## src/rtl/uart_rx_pkg.sv

```systemverilog
// ---------------------------------------------------------------------------
// uart_rx_pkg
// Shared definitions for the UART receive frame sampler:
//   - rx_state_e : one-hot style FSM encodings (IDLE is all zeros)
//   - vote3      : majority of three samples
//   - cnt_width  : width of the oversample tick counter
// ---------------------------------------------------------------------------
package uart_rx_pkg;

   typedef enum logic [4:0] {
      IDLE   = 5'b0_0000,
      START  = 5'b0_0001,
      DATA   = 5'b0_0010,
      PARITY = 5'b0_0100,
      STOP   = 5'b0_1000
   } rx_state_e;

   function automatic logic vote3(input logic a, input logic b, input logic c);
      return (a & b) | (a & c) | (b & c);
   endfunction

   function automatic int cnt_width(input int oversample);
      return $clog2(oversample);
   endfunction

endpackage

```

## src/rtl/uart_rx_frame_sampler_if.sv

```systemverilog
// ---------------------------------------------------------------------------
// uart_rx_frame_sampler_if
// Received-frame bundle from the sampler to the RX FIFO/controller.
//   Data_o      : last received word, LSB = first data bit
//   DataValid_o : one-clk pulse, frame complete
//   FrameErr_o  : stop bit voted 0, qualified by DataValid_o
//   ParityErr_o : parity mismatch, qualified by DataValid_o
// Handshake: DataValid_o is a single-cycle strobe with no back-pressure; the
// three payload signals are stable from the strobe until the next strobe.
// Modports: master = sampler (drives), slave = consumer (reads).
// ---------------------------------------------------------------------------
interface uart_rx_frame_sampler_if #(
   parameter int DATA_BITS = 8
);
   logic [DATA_BITS-1:0] Data_o;
   logic                 DataValid_o;
   logic                 FrameErr_o;
   logic                 ParityErr_o;

   modport master (output Data_o, output DataValid_o, output FrameErr_o, output ParityErr_o);
   modport slave  (input  Data_o, input  DataValid_o, input  FrameErr_o, input  ParityErr_o);
endinterface

```

## src/rtl/rx_input_sync.sv

```systemverilog
// ---------------------------------------------------------------------------
// rx_input_sync
// RX pin synchroniser, falling-edge detector and three-point vote capture.
// Everything advances only on the oversample tick (acq).
//   rx      : raw RX pin
//   acq     : oversample tick
//   cap_lo  : capture the first vote sample on this tick
//   cap_mid : capture the second vote sample on this tick
//   fall    : tick-qualified falling edge entering the last sync stage
//   vote    : majority of the two captured samples and the current sample
// ---------------------------------------------------------------------------
module rx_input_sync
   import uart_rx_pkg::*;
#(
   parameter int SYNC_STAGES = 3
) (
   input  logic clk,
   input  logic rst,
   input  logic rx,
   input  logic acq,
   input  logic cap_lo,
   input  logic cap_mid,
   output logic fall,
   output logic vote
);

   // Resets to all ones so releasing reset never looks like a start edge.
   logic [SYNC_STAGES-1:0] sync_q;
   logic                   s_lo_q;
   logic                   s_mid_q;
   logic                   sample;

   assign sample = sync_q[SYNC_STAGES-1];

   always_ff @(posedge clk or negedge rst) begin
      if (!rst) begin
         sync_q  <= '1;
         s_lo_q  <= 1'b1;
         s_mid_q <= 1'b1;
      end else if (acq) begin
         sync_q <= {sync_q[SYNC_STAGES-2:0], rx};
         if (cap_lo)  s_lo_q  <= sample;
         if (cap_mid) s_mid_q <= sample;
      end
   end

   // Previous sample (last stage) is 1 and the newest one (about to replace
   // it) is 0. Detecting one stage early lets the first start-bit sample sit
   // in the last stage while cnt reads 0, so cnt = k always means sample k.
   assign fall = acq & sample & ~sync_q[SYNC_STAGES-2];
   assign vote = vote3(s_lo_q, s_mid_q, sample);

endmodule

```

## src/rtl/uart_rx_frame_sampler.sv

```systemverilog
// ---------------------------------------------------------------------------
// uart_rx_frame_sampler
// UART receive front end: synchronise RX, detect the start edge, majority
// vote each bit centre, deserialise LSB-first, check stop and parity.
// Optional parity check: define RX_PARITY_CHECK_EN.
// Ports:
//   clk, rst   : clock, asynchronous active-low reset
//   Rx_i       : raw RX pin (idle high)
//   AcqSig_i   : oversample tick, OVERSAMPLE per bit
//   Enable_i   : receiver enable; low forces IDLE
//   frame      : received word / valid strobe / error flags (master)
//   State_o    : FSM state for debug and neighbouring controllers
//   Rx_Synch_o : one-clk pulse when a start edge is accepted
// ---------------------------------------------------------------------------
module uart_rx_frame_sampler
   import uart_rx_pkg::*;
#(
   parameter int DATA_BITS   = 8,
   parameter int OVERSAMPLE  = 16,
   parameter int SYNC_STAGES = 3,
   parameter int PARITY_ODD  = 0
) (
   input  logic                           clk,
   input  logic                           rst,
   input  logic                           Rx_i,
   input  logic                           AcqSig_i,
   input  logic                           Enable_i,
   uart_rx_frame_sampler_if.master        frame,
   output logic [4:0]                     State_o,
   output logic                           Rx_Synch_o
);

   localparam int CW = cnt_width(OVERSAMPLE);
   localparam int M  = OVERSAMPLE / 2;
   localparam int BW = $clog2(DATA_BITS);
   localparam logic [CW-1:0] CNT_LO   = CW'(M - 1);
   localparam logic [CW-1:0] CNT_MID  = CW'(M);
   localparam logic [CW-1:0] CNT_HI   = CW'(M + 1);
   localparam logic [CW-1:0] CNT_TOP  = CW'(OVERSAMPLE - 1);
   localparam logic [BW-1:0] BIT_LAST = BW'(DATA_BITS - 1);

   if (DATA_BITS < 5 || DATA_BITS > 9) begin : g_bad_data_bits
      $error("DATA_BITS must be 5..9");
   end
   if (OVERSAMPLE < 4 || (OVERSAMPLE % 2) != 0) begin : g_bad_oversample
      $error("OVERSAMPLE must be even and at least 4");
   end
   if (SYNC_STAGES < 2) begin : g_bad_sync
      $error("SYNC_STAGES must be at least 2");
   end
   if (PARITY_ODD != 0 && PARITY_ODD != 1) begin : g_bad_parity
      $error("PARITY_ODD must be 0 or 1");
   end

   rx_state_e            state_q, state_d;
   logic [CW-1:0]        cnt_q, cnt_d;
   logic [BW-1:0]        bit_q, bit_d;
   logic [DATA_BITS-1:0] shift_q, shift_d;
   logic [DATA_BITS-1:0] data_q, data_d;
   logic                 valid_q, valid_d;
   logic                 ferr_q, ferr_d;
   logic                 synch_q, synch_d;
   logic                 fall, vote, vote_tick;
`ifdef RX_PARITY_CHECK_EN
   logic                 perr_q, perr_d;
   logic                 perr_pend_q, perr_pend_d;
`endif

   rx_input_sync #(.SYNC_STAGES(SYNC_STAGES)) u_sync (
      .clk     (clk),
      .rst     (rst),
      .rx      (Rx_i),
      .acq     (AcqSig_i),
      .cap_lo  (cnt_q == CNT_LO),
      .cap_mid (cnt_q == CNT_MID),
      .fall    (fall),
      .vote    (vote)
   );

   assign vote_tick = (cnt_q == CNT_HI);

   always_comb begin
      state_d = state_q;
      cnt_d   = cnt_q;
      bit_d   = bit_q;
      shift_d = shift_q;
      data_d  = data_q;
      valid_d = 1'b0;
      ferr_d  = ferr_q;
      synch_d = 1'b0;
`ifdef RX_PARITY_CHECK_EN
      perr_d      = perr_q;
      perr_pend_d = perr_pend_q;
`endif
      // Enable has priority over everything, including a stop vote.
      if (!Enable_i) begin
         state_d = IDLE;
         cnt_d   = '0;
      end else if (AcqSig_i) begin
         cnt_d = (cnt_q == CNT_TOP) ? '0 : cnt_q + 1'b1;
         unique case (state_q)
            IDLE: begin
               cnt_d = '0;
               if (fall) begin
                  synch_d = 1'b1;
                  state_d = START;
               end
            end
            START: begin
               if (vote_tick) begin
                  if (vote) begin
                     state_d = IDLE;
                  end else begin
                     state_d = DATA;
                     bit_d   = '0;
                  end
               end
            end
            // bit_q counts votes taken; the tick counter keeps running
            // across bit boundaries so each vote lands on the next centre.
            DATA: begin
               if (vote_tick) begin
                  shift_d = {vote, shift_q[DATA_BITS-1:1]};
                  if (bit_q == BIT_LAST) begin
`ifdef RX_PARITY_CHECK_EN
                     state_d = PARITY;
`else
                     state_d = STOP;
`endif
                  end else begin
                     bit_d = bit_q + 1'b1;
                  end
               end
            end
`ifdef RX_PARITY_CHECK_EN
            PARITY: begin
               if (vote_tick) begin
                  perr_pend_d = ((^shift_q) ^ vote) != 1'(PARITY_ODD);
                  state_d     = STOP;
               end
            end
`endif
            // Return to IDLE right at the stop vote so a back-to-back start
            // edge in the second half of the stop bit is not missed.
            STOP: begin
               if (vote_tick) begin
                  data_d  = shift_q;
                  ferr_d  = ~vote;
                  valid_d = 1'b1;
`ifdef RX_PARITY_CHECK_EN
                  perr_d  = perr_pend_q;
`endif
                  state_d = IDLE;
               end
            end
            default: state_d = IDLE;
         endcase
      end
   end

   always_ff @(posedge clk or negedge rst) begin
      if (!rst) begin
         state_q <= IDLE;
         cnt_q   <= '0;
         bit_q   <= '0;
         shift_q <= '0;
         data_q  <= '0;
         valid_q <= 1'b0;
         ferr_q  <= 1'b0;
         synch_q <= 1'b0;
      end else begin
         state_q <= state_d;
         cnt_q   <= cnt_d;
         bit_q   <= bit_d;
         shift_q <= shift_d;
         data_q  <= data_d;
         valid_q <= valid_d;
         ferr_q  <= ferr_d;
         synch_q <= synch_d;
      end
   end

`ifdef RX_PARITY_CHECK_EN
   always_ff @(posedge clk or negedge rst) begin
      if (!rst) begin
         perr_q      <= 1'b0;
         perr_pend_q <= 1'b0;
      end else begin
         perr_q      <= perr_d;
         perr_pend_q <= perr_pend_d;
      end
   end
   assign frame.ParityErr_o = perr_q;
`else
   assign frame.ParityErr_o = 1'b0;
`endif

   assign frame.Data_o      = data_q;
   assign frame.DataValid_o = valid_q;
   assign frame.FrameErr_o  = ferr_q;
   assign State_o           = state_q;
   assign Rx_Synch_o        = synch_q;

endmodule

```

## src/flat_wrapper.sv

```systemverilog
// flat-port wrapper written by rule: the top's interface ports become plain ports
module uart_rx_frame_sampler_flat import uart_rx_pkg::*;
#(
   parameter int DATA_BITS   = 8,
   parameter int OVERSAMPLE  = 16,
   parameter int SYNC_STAGES = 3,
   parameter int PARITY_ODD  = 0
)
  (clk, rst, Rx_i, AcqSig_i, Enable_i, State_o, Rx_Synch_o, frame_Data_o, frame_DataValid_o, frame_FrameErr_o, frame_ParityErr_o);
  uart_rx_frame_sampler_if #(.DATA_BITS(DATA_BITS)) frame_i ();
  input  logic clk;
  input  logic rst;
  input  logic Rx_i;
  input  logic AcqSig_i;
  input  logic Enable_i;
  output logic [4:0] State_o;
  output logic Rx_Synch_o;
  output wire logic [$bits(frame_i.Data_o)-1:0] frame_Data_o;
  output wire logic [$bits(frame_i.DataValid_o)-1:0] frame_DataValid_o;
  output wire logic [$bits(frame_i.FrameErr_o)-1:0] frame_FrameErr_o;
  output wire logic [$bits(frame_i.ParityErr_o)-1:0] frame_ParityErr_o;
  assign frame_Data_o = frame_i.Data_o;
  assign frame_DataValid_o = frame_i.DataValid_o;
  assign frame_FrameErr_o = frame_i.FrameErr_o;
  assign frame_ParityErr_o = frame_i.ParityErr_o;
  uart_rx_frame_sampler #(.DATA_BITS(DATA_BITS), .OVERSAMPLE(OVERSAMPLE), .SYNC_STAGES(SYNC_STAGES), .PARITY_ODD(PARITY_ODD)) u_core (.clk(clk), .rst(rst), .Rx_i(Rx_i), .AcqSig_i(AcqSig_i), .Enable_i(Enable_i), .frame(frame_i), .State_o(State_o), .Rx_Synch_o(Rx_Synch_o));
endmodule
```

## config.mk

```make
export PLATFORM = sky130hd
export DESIGN_NAME = uart_rx_frame_sampler_flat
export DESIGN_NICKNAME = d
export VERILOG_FILES = /design/src/rtl/uart_rx_pkg.sv /design/src/rtl/uart_rx_frame_sampler_if.sv /design/src/rtl/rx_input_sync.sv /design/src/rtl/uart_rx_frame_sampler.sv /design/src/flat_wrapper.sv
export SDC_FILE = /design/constraint.sdc
export NUM_CORES = 1
export LEC_CHECK = 0
export CORE_ASPECT_RATIO = 0.5
export CORE_MARGIN = 3
export CORE_UTILIZATION = 50
export CTS_CLUSTER_DIAMETER = 50
export DETAILED_ROUTE_END_ITERATION = 8
export PLACE_DENSITY = 0.75
export SLEW_MARGIN = 20
export SYNTH_ARGS = -nofsm -noshare
export SYNTH_HDL_FRONTEND = slang
export SYNTH_SLANG_ARGS = --single-unit
```

## constraint.sdc

```tcl
create_clock -name clk -period 2.93 [get_ports clk]
set_input_delay 0.586 -clock clk [delete_from_list [all_inputs] [get_ports clk]]
set_output_delay 0.586 -clock clk [all_outputs]
set_load 0.05 [all_outputs]
```

==> results of run 1 <==
==> layout make-up <==
| type | instances | area (sq um) | area share |
|---|---|---|---|
| Clock buffer | 6 | 82.58 | 0.04239 |
| Timing Repair Buffer | 20 | 195.2 | 0.1002 |
| Tap cell | 40 | 50.05 | 0.02569 |
| Clock inverter | 1 | 30.03 | 0.01541 |
| Sequential cell | 34 | 857.1 | 0.4399 |
| Inverter | 5 | 18.77 | 0.009634 |
| Multi-Input combinational cell | 85 | 714.4 | 0.3667 |
==> through the flow <==
step           instances  total power, mW
5_1_grt              191            1.091
2_1_floorplan        134           0.5923
4_1_cts              191            1.058
3_3_place_gp         184           0.6206
6_report             191            1.049
3_5_place_dp         184           0.6232
==> cell usage after synthesis, types with 2 or more instances <==
cell	n
a31oi_1	4
nand2b_1	2
nand3_1	6
buf_2	4
nand3b_1	2
nand2_1	4
inv_1	5
dfrtp_1	29
mux2_2	22
o31ai_1	3
buf_4	6
ha_1	5
o21ai_0	5
nor2_1	2
nand4b_1	3
dfstp_2	5
o311ai_0	2
nand4_1	2
==> path summary, 6_finish.rpt <==
kind | startpoint | end | slack [ps] | cells after the start
setup / recovery | u_core.State_o[1] | State_o[1] | 630 | 1
hold / removal | u_core.frame.Data_o[4] | u_core.frame.Data_o[4] | 500 | 1
setup reg to reg | u_core.cnt_q[1] | u_core.frame.Data_o[7] | 1080 | 5
hold reg to reg | u_core.frame.Data_o[4] | u_core.frame.Data_o[4] | 500 | 1
max in group asynchronous | rst | u_core.u_sync.sync_q[2] | 1880 | 2
min in group asynchronous | rst | u_core.frame.Data_o[6] | 710 | 2
==> report_power, final <==
part | internal (mW) | switching [mW] | leakage (nW)
clock | 0.272 | 0.161 | 0.0573
sequential | 0.487 | 0.0189 | 0.440
combinational | 0.0407 | 0.0694 | 0.371
==> cells by family (layout without fill, tap and decap cells) <==
group | count (synthesis) | in the layout | share of synthesized area
DFF | 34 | 34 | 0.5201
and+or+nand+nor | 32 | 32 | 0.1382
muxes | 23 | 23 | 0.1564
AOI/OAI and AO/OA | 21 | 21 | 0.08808
buffers and inverters | 15 | 32 | 0.05087
adders and majority gates | 6 | 6 | 0.04404
other | 1 | 3 | 0.002276
==> routing by layer <==
layer  GRT usage  up-vias  part of all wire
met2      0.2519       36              0.46
li1            -      524                 -
met1      0.1961      529              0.47
met4     0.07034        0             0.015
met3     0.06786        5             0.057
met5           0        -                 0
==> flip-flops by register name, summed over array words and instances, names as in the netlist <==
| register | cells |
|---|---|
| u_core.frame.Data_o | 8 |
| u_core.shift_q | 8 |
| u_core.cnt_q | 4 |
| u_core.State_o | 3 |
| u_core.bit_q | 3 |
| u_core.u_sync.sync_q | 3 |
| u_core.Rx_Synch_o | 1 |
| u_core.frame.DataValid_o | 1 |
| u_core.frame.FrameErr_o | 1 |
| u_core.u_sync.s_lo_q | 1 |
| u_core.u_sync.s_mid_q | 1 |
==> results.toml, run 1 <==
[cts]
ctsHoldBuffers = 0
cts_setup_buffers = 0
clk_latency_ps = 280
root_buffer = "clkbuf_8"
cts_tree = "yes"
cts_buffer_depth = 2
postCtsResizedCells = 0
cts.sinks = 34
htreeDepth = 2
clkTransAtPathRegs_ps = 60
cts_made_buffers = 5

[logic_synthesis]
ys_seq_area_frac = 0.5201
synthTopCellsByArea = "dfrtp_1, mux2_2, dfstp_2"
postSynth.asyncResetShare = 1.000
ys.flop_type = "dfrtp_1"
yosysWarnings = 0
synth.distinct_cells = 39
synth_top_area_share = 0.4404
synth_top_area_cell = "dfrtp_1"
ys_seq_elements = 34
postSynthAreaPerCell_sq_um = 12.48
syn-instance-count = 132
synth.cell_area_sq_um = 1648
synth_edf_count = 0

[placed_design]
dp_slack_ps = 747.7
dp_hpwl_um = 2071
place_area_sq_um = 1836
port_buffers = 18
gp_congestion = 0.8608

[sta]
whs_ps = 502.6
maxSlewHeadroom = 0.6640
max_freq_mhz = 434.5
min_period_ps = 2302
finalSetupTns_ps = 0
setup_viol = 0
worst_pin_slew_ps = 502.4
skew_ps = 1.890
finalHoldViolCount = 0
rsz0062_at_grt = "no"
final_max_slew_viol_count = 0
fin_crit_sh = 0.7855
finalWorstSetupSlack_ps = 628.4

[global_routing]
track_usage = 0.1602
grt_pass1_wl_um = 4726
grt_pass1_vias = 1048
overflow = 0
grt_max_degree = 35
antenna_found_initial = 0

[detailed_routing]
via_count = 1094
totalWireLength_um = 2973
routedWlPerCell_um = 15.57
dr.pass1.iters = 4
drtIter0Drc = 72
ant_nets = 0
vias_per_cell = 5.728
drcViolationCount = 0

[min_path]
hold_class = "reg2reg"

[floorplan]
die_x_um = 87.19
dieArea_sq_um = 4062
core_area_sq_um = 3083
dieHeight_um = 46.60
initial_core_util = 0.5345
ioPinCount = 22
rows = 14

[flow_run]
drv_cap = 0

[layout]
stdcell_area_sq_um = 1948
area_delta_synth_final_pct = 18.22
drive_gt1_frac = 0.2583
post-route-util = 0.6319
fin_nets = 161
mostFrequentLayoutCell = "dfrtp_1"
fillers = 252
antennaDiodeCount = 0
most-common-layout-cells = "dfrtp_1, mux2_2, clkdlybuf4s50_1, nand3_1, clkbuf_8"

[pwr]
p_leak_nw = 0.8683
ir_drop_mv = 0.2810
p_per_area_nw_per_um2 = 538.4

[worst_setup_path]
crit_path_top_delay_cell = "clkdlybuf4s50_1"
worstSetupPathType = "reg2out"
crit_arrival_ps = 1720
worstPathCellList = "clkdlybuf4s50_1"
slowest_delay_ps = 880
cp_top_family = "buffers and inverters"
setup.worst_path.start_class = "flop"
worstPathRequired_ps = 2340
end_kind = "primary output"
critPathMaxFanout = 13
crit_buf_inv = 1

[run_status]
outcome = "finished, final reports clean"
Note: power is estimated with default switching activity, not from simulation.
==> run 2: changes to the inputs <==
clock period = 2.3 ns   (was 2.93 ns; I/O delays follow)
==> run 2 against run 1 <==
Die area is the same. Final area rose by 1.3%. Critical path type unchanged. Clock skew increased by 6.5 ps. Global-route usage increased by 0.57 points. Critical path depth unchanged. Highest routed layer unchanged. Core utilization rose by 0.81 points. Via count grew 0.18%. Setup slack lost 550 ps.
==> results.toml, run 2 (synthesis results as in run 1) <==
[worst_setup_path]
worstPathCellList = "clkdlybuf4s50_1"
worstSetupPathType = "reg2out"
cp.depth = 1
crit_buf_inv = 1
crit_arrival_ps = 1760
worstPathRequired_ps = 1840
critPathMaxFanout = 13
r2r-start = "u_core.cnt_q[1]"
rr_endpoint = "u_core.frame.Data_o[2]"
crit_path_start = "u_core.State_o[1]"
slowest_delay_ps = 880
end_kind = "primary output"
cp_top_family = "buffers and inverters"
crit_end = "State_o[1]"
r2r_cells = 5
crit_path_top_delay_cell = "clkdlybuf4s50_1"
r2r_slack_ps = 480
setup.worst_path.start_class = "flop"

[global_routing]
antenna_found_initial = 0
grt_pass1_wl_um = 4988
grt_max_degree = 35
track_usage = 0.1659
grt_pass1_vias = 1051
overflow = 0

[cts]
clk_latency_ps = 300
cts_made_buffers = 5
cts_tree = "yes"
cts_buffer_depth = 2
root_buffer = "clkbuf_8"
postCtsResizedCells = 0
clkTransAtPathRegs_ps = 80
htreeDepth = 2
cts_setup_buffers = 0
cts.sinks = 34
ctsHoldBuffers = 0

[sta]
whs_ps = 506.0
finalWorstSetupSlack_ps = 78.32
finalHoldViolCount = 0
setup_viol = 0
max_freq_mhz = 450.1
fin_crit_sh = 0.9659
rsz0062_at_grt = "no"
maxSlewHeadroom = 0.6626
skew_ps = 8.366
finalSetupTns_ps = 0
worst_pin_slew_ps = 504.5
min_period_ps = 2222
final_max_slew_viol_count = 0

[layout]
area_delta_synth_final_pct = 19.74
most-common-layout-cells = "dfrtp_1, mux2_2, clkdlybuf4s50_1, nand3_1"
fin_nets = 161
drive_gt1_frac = 0.2632
multi_input_area_sq_um = 714.4
fillers = 227
post-route-util = 0.6400
seqCellArea_sq_um = 857.1
antennaDiodeCount = 0
stdcell_area_sq_um = 1973
mostFrequentLayoutCell = "dfrtp_1"

[floorplan]
ioPinCount = 22
rows = 14
dieArea_sq_um = 4062
core_area_sq_um = 3083
die_x_um = 87.19
dieHeight_um = 46.60
initial_core_util = 0.5345

[pwr]
p_per_area_nw_per_um2 = 735.5
ir_drop_mv = 0.4649
p_leak_nw = 0.8793

[detailed_routing]
drtIter0Drc = 76
drcViolationCount = 0
dr.pass1.iters = 4
via_count = 1096
ant_nets = 0
routedWlPerCell_um = 15.16
vias_per_cell = 5.708
totalWireLength_um = 2910

[run_status]
outcome = "finished, final reports clean"

[min_path]
hold_class = "reg2reg"

[placed_design]
dp_hpwl_um = 1988
gp_congestion = 0.9301
port_buffers = 18
dp_slack_ps = 230.3
place_area_sq_um = 1836

[flow_run]
drv_cap = 0
## run 2: worst min path at each step
| stage | startpoint | end | slack (ps) | cells past startpoint |
|---|---|---|---|---|
| global placement | u_core.frame.Data_o[2] | u_core.frame.Data_o[2] | 490 | 1 |
| CTS | u_core.frame.Data_o[4] | u_core.frame.Data_o[4] | 510 | 1 |
| floorplan | rst | u_core.Rx_Synch_o | 160 | 0 |
| detailed placement | u_core.frame.Data_o[4] | u_core.frame.Data_o[4] | 490 | 1 |
| global route | u_core.frame.Data_o[4] | u_core.frame.Data_o[4] | 520 | 1 |
| finish | u_core.frame.Data_o[3] | u_core.frame.Data_o[3] | 510 | 1 |
## run 2: through the flow
stage | power, mW | instances
2_1_floorplan | 0.7546 | 134
3_3_place_gp | 0.7912 | 184
3_5_place_dp | 0.7948 | 184
4_1_cts | 1.457 | 192
5_1_grt | 1.501 | 192
6_report | 1.451 | 192
## run 2: metal layers
layer / wire [um] / global-route usage / up-vias / share of wire
li1: - / - / 524 / -
met1: 1324 / 0.2080 / 531 / 0.45
met2: 1357 / 0.2640 / 34 / 0.47
met3: 175 / 0.06071 / 7 / 0.060
met4: 52 / 0.07034 / 0 / 0.018
met5: 0 / 0 / - / 0
## run 2: power by group
| group | internal, mW | leakage [nW] | switching, mW |
|---|---|---|---|
| Sequential | 0.619 | 0.440 | 0.0250 |
| Combinational | 0.0521 | 0.371 | 0.0868 |
| Clock | 0.434 | 0.0683 | 0.234 |
| Total | 1.11 | 0.879 | 0.345 |
## run 2: final cells by class
| cell class | count | share of cell area |
|---|---|---|
| inverters | 5 | 0.009512 |
| well taps | 40 | 0.02536 |
| clock inverters | 3 | 0.03488 |
| repair buffers | 20 | 0.09892 |
| clock buffers | 5 | 0.03488 |
| multi-input cells | 85 | 0.3621 |
| flip-flops and latches | 34 | 0.4344 |
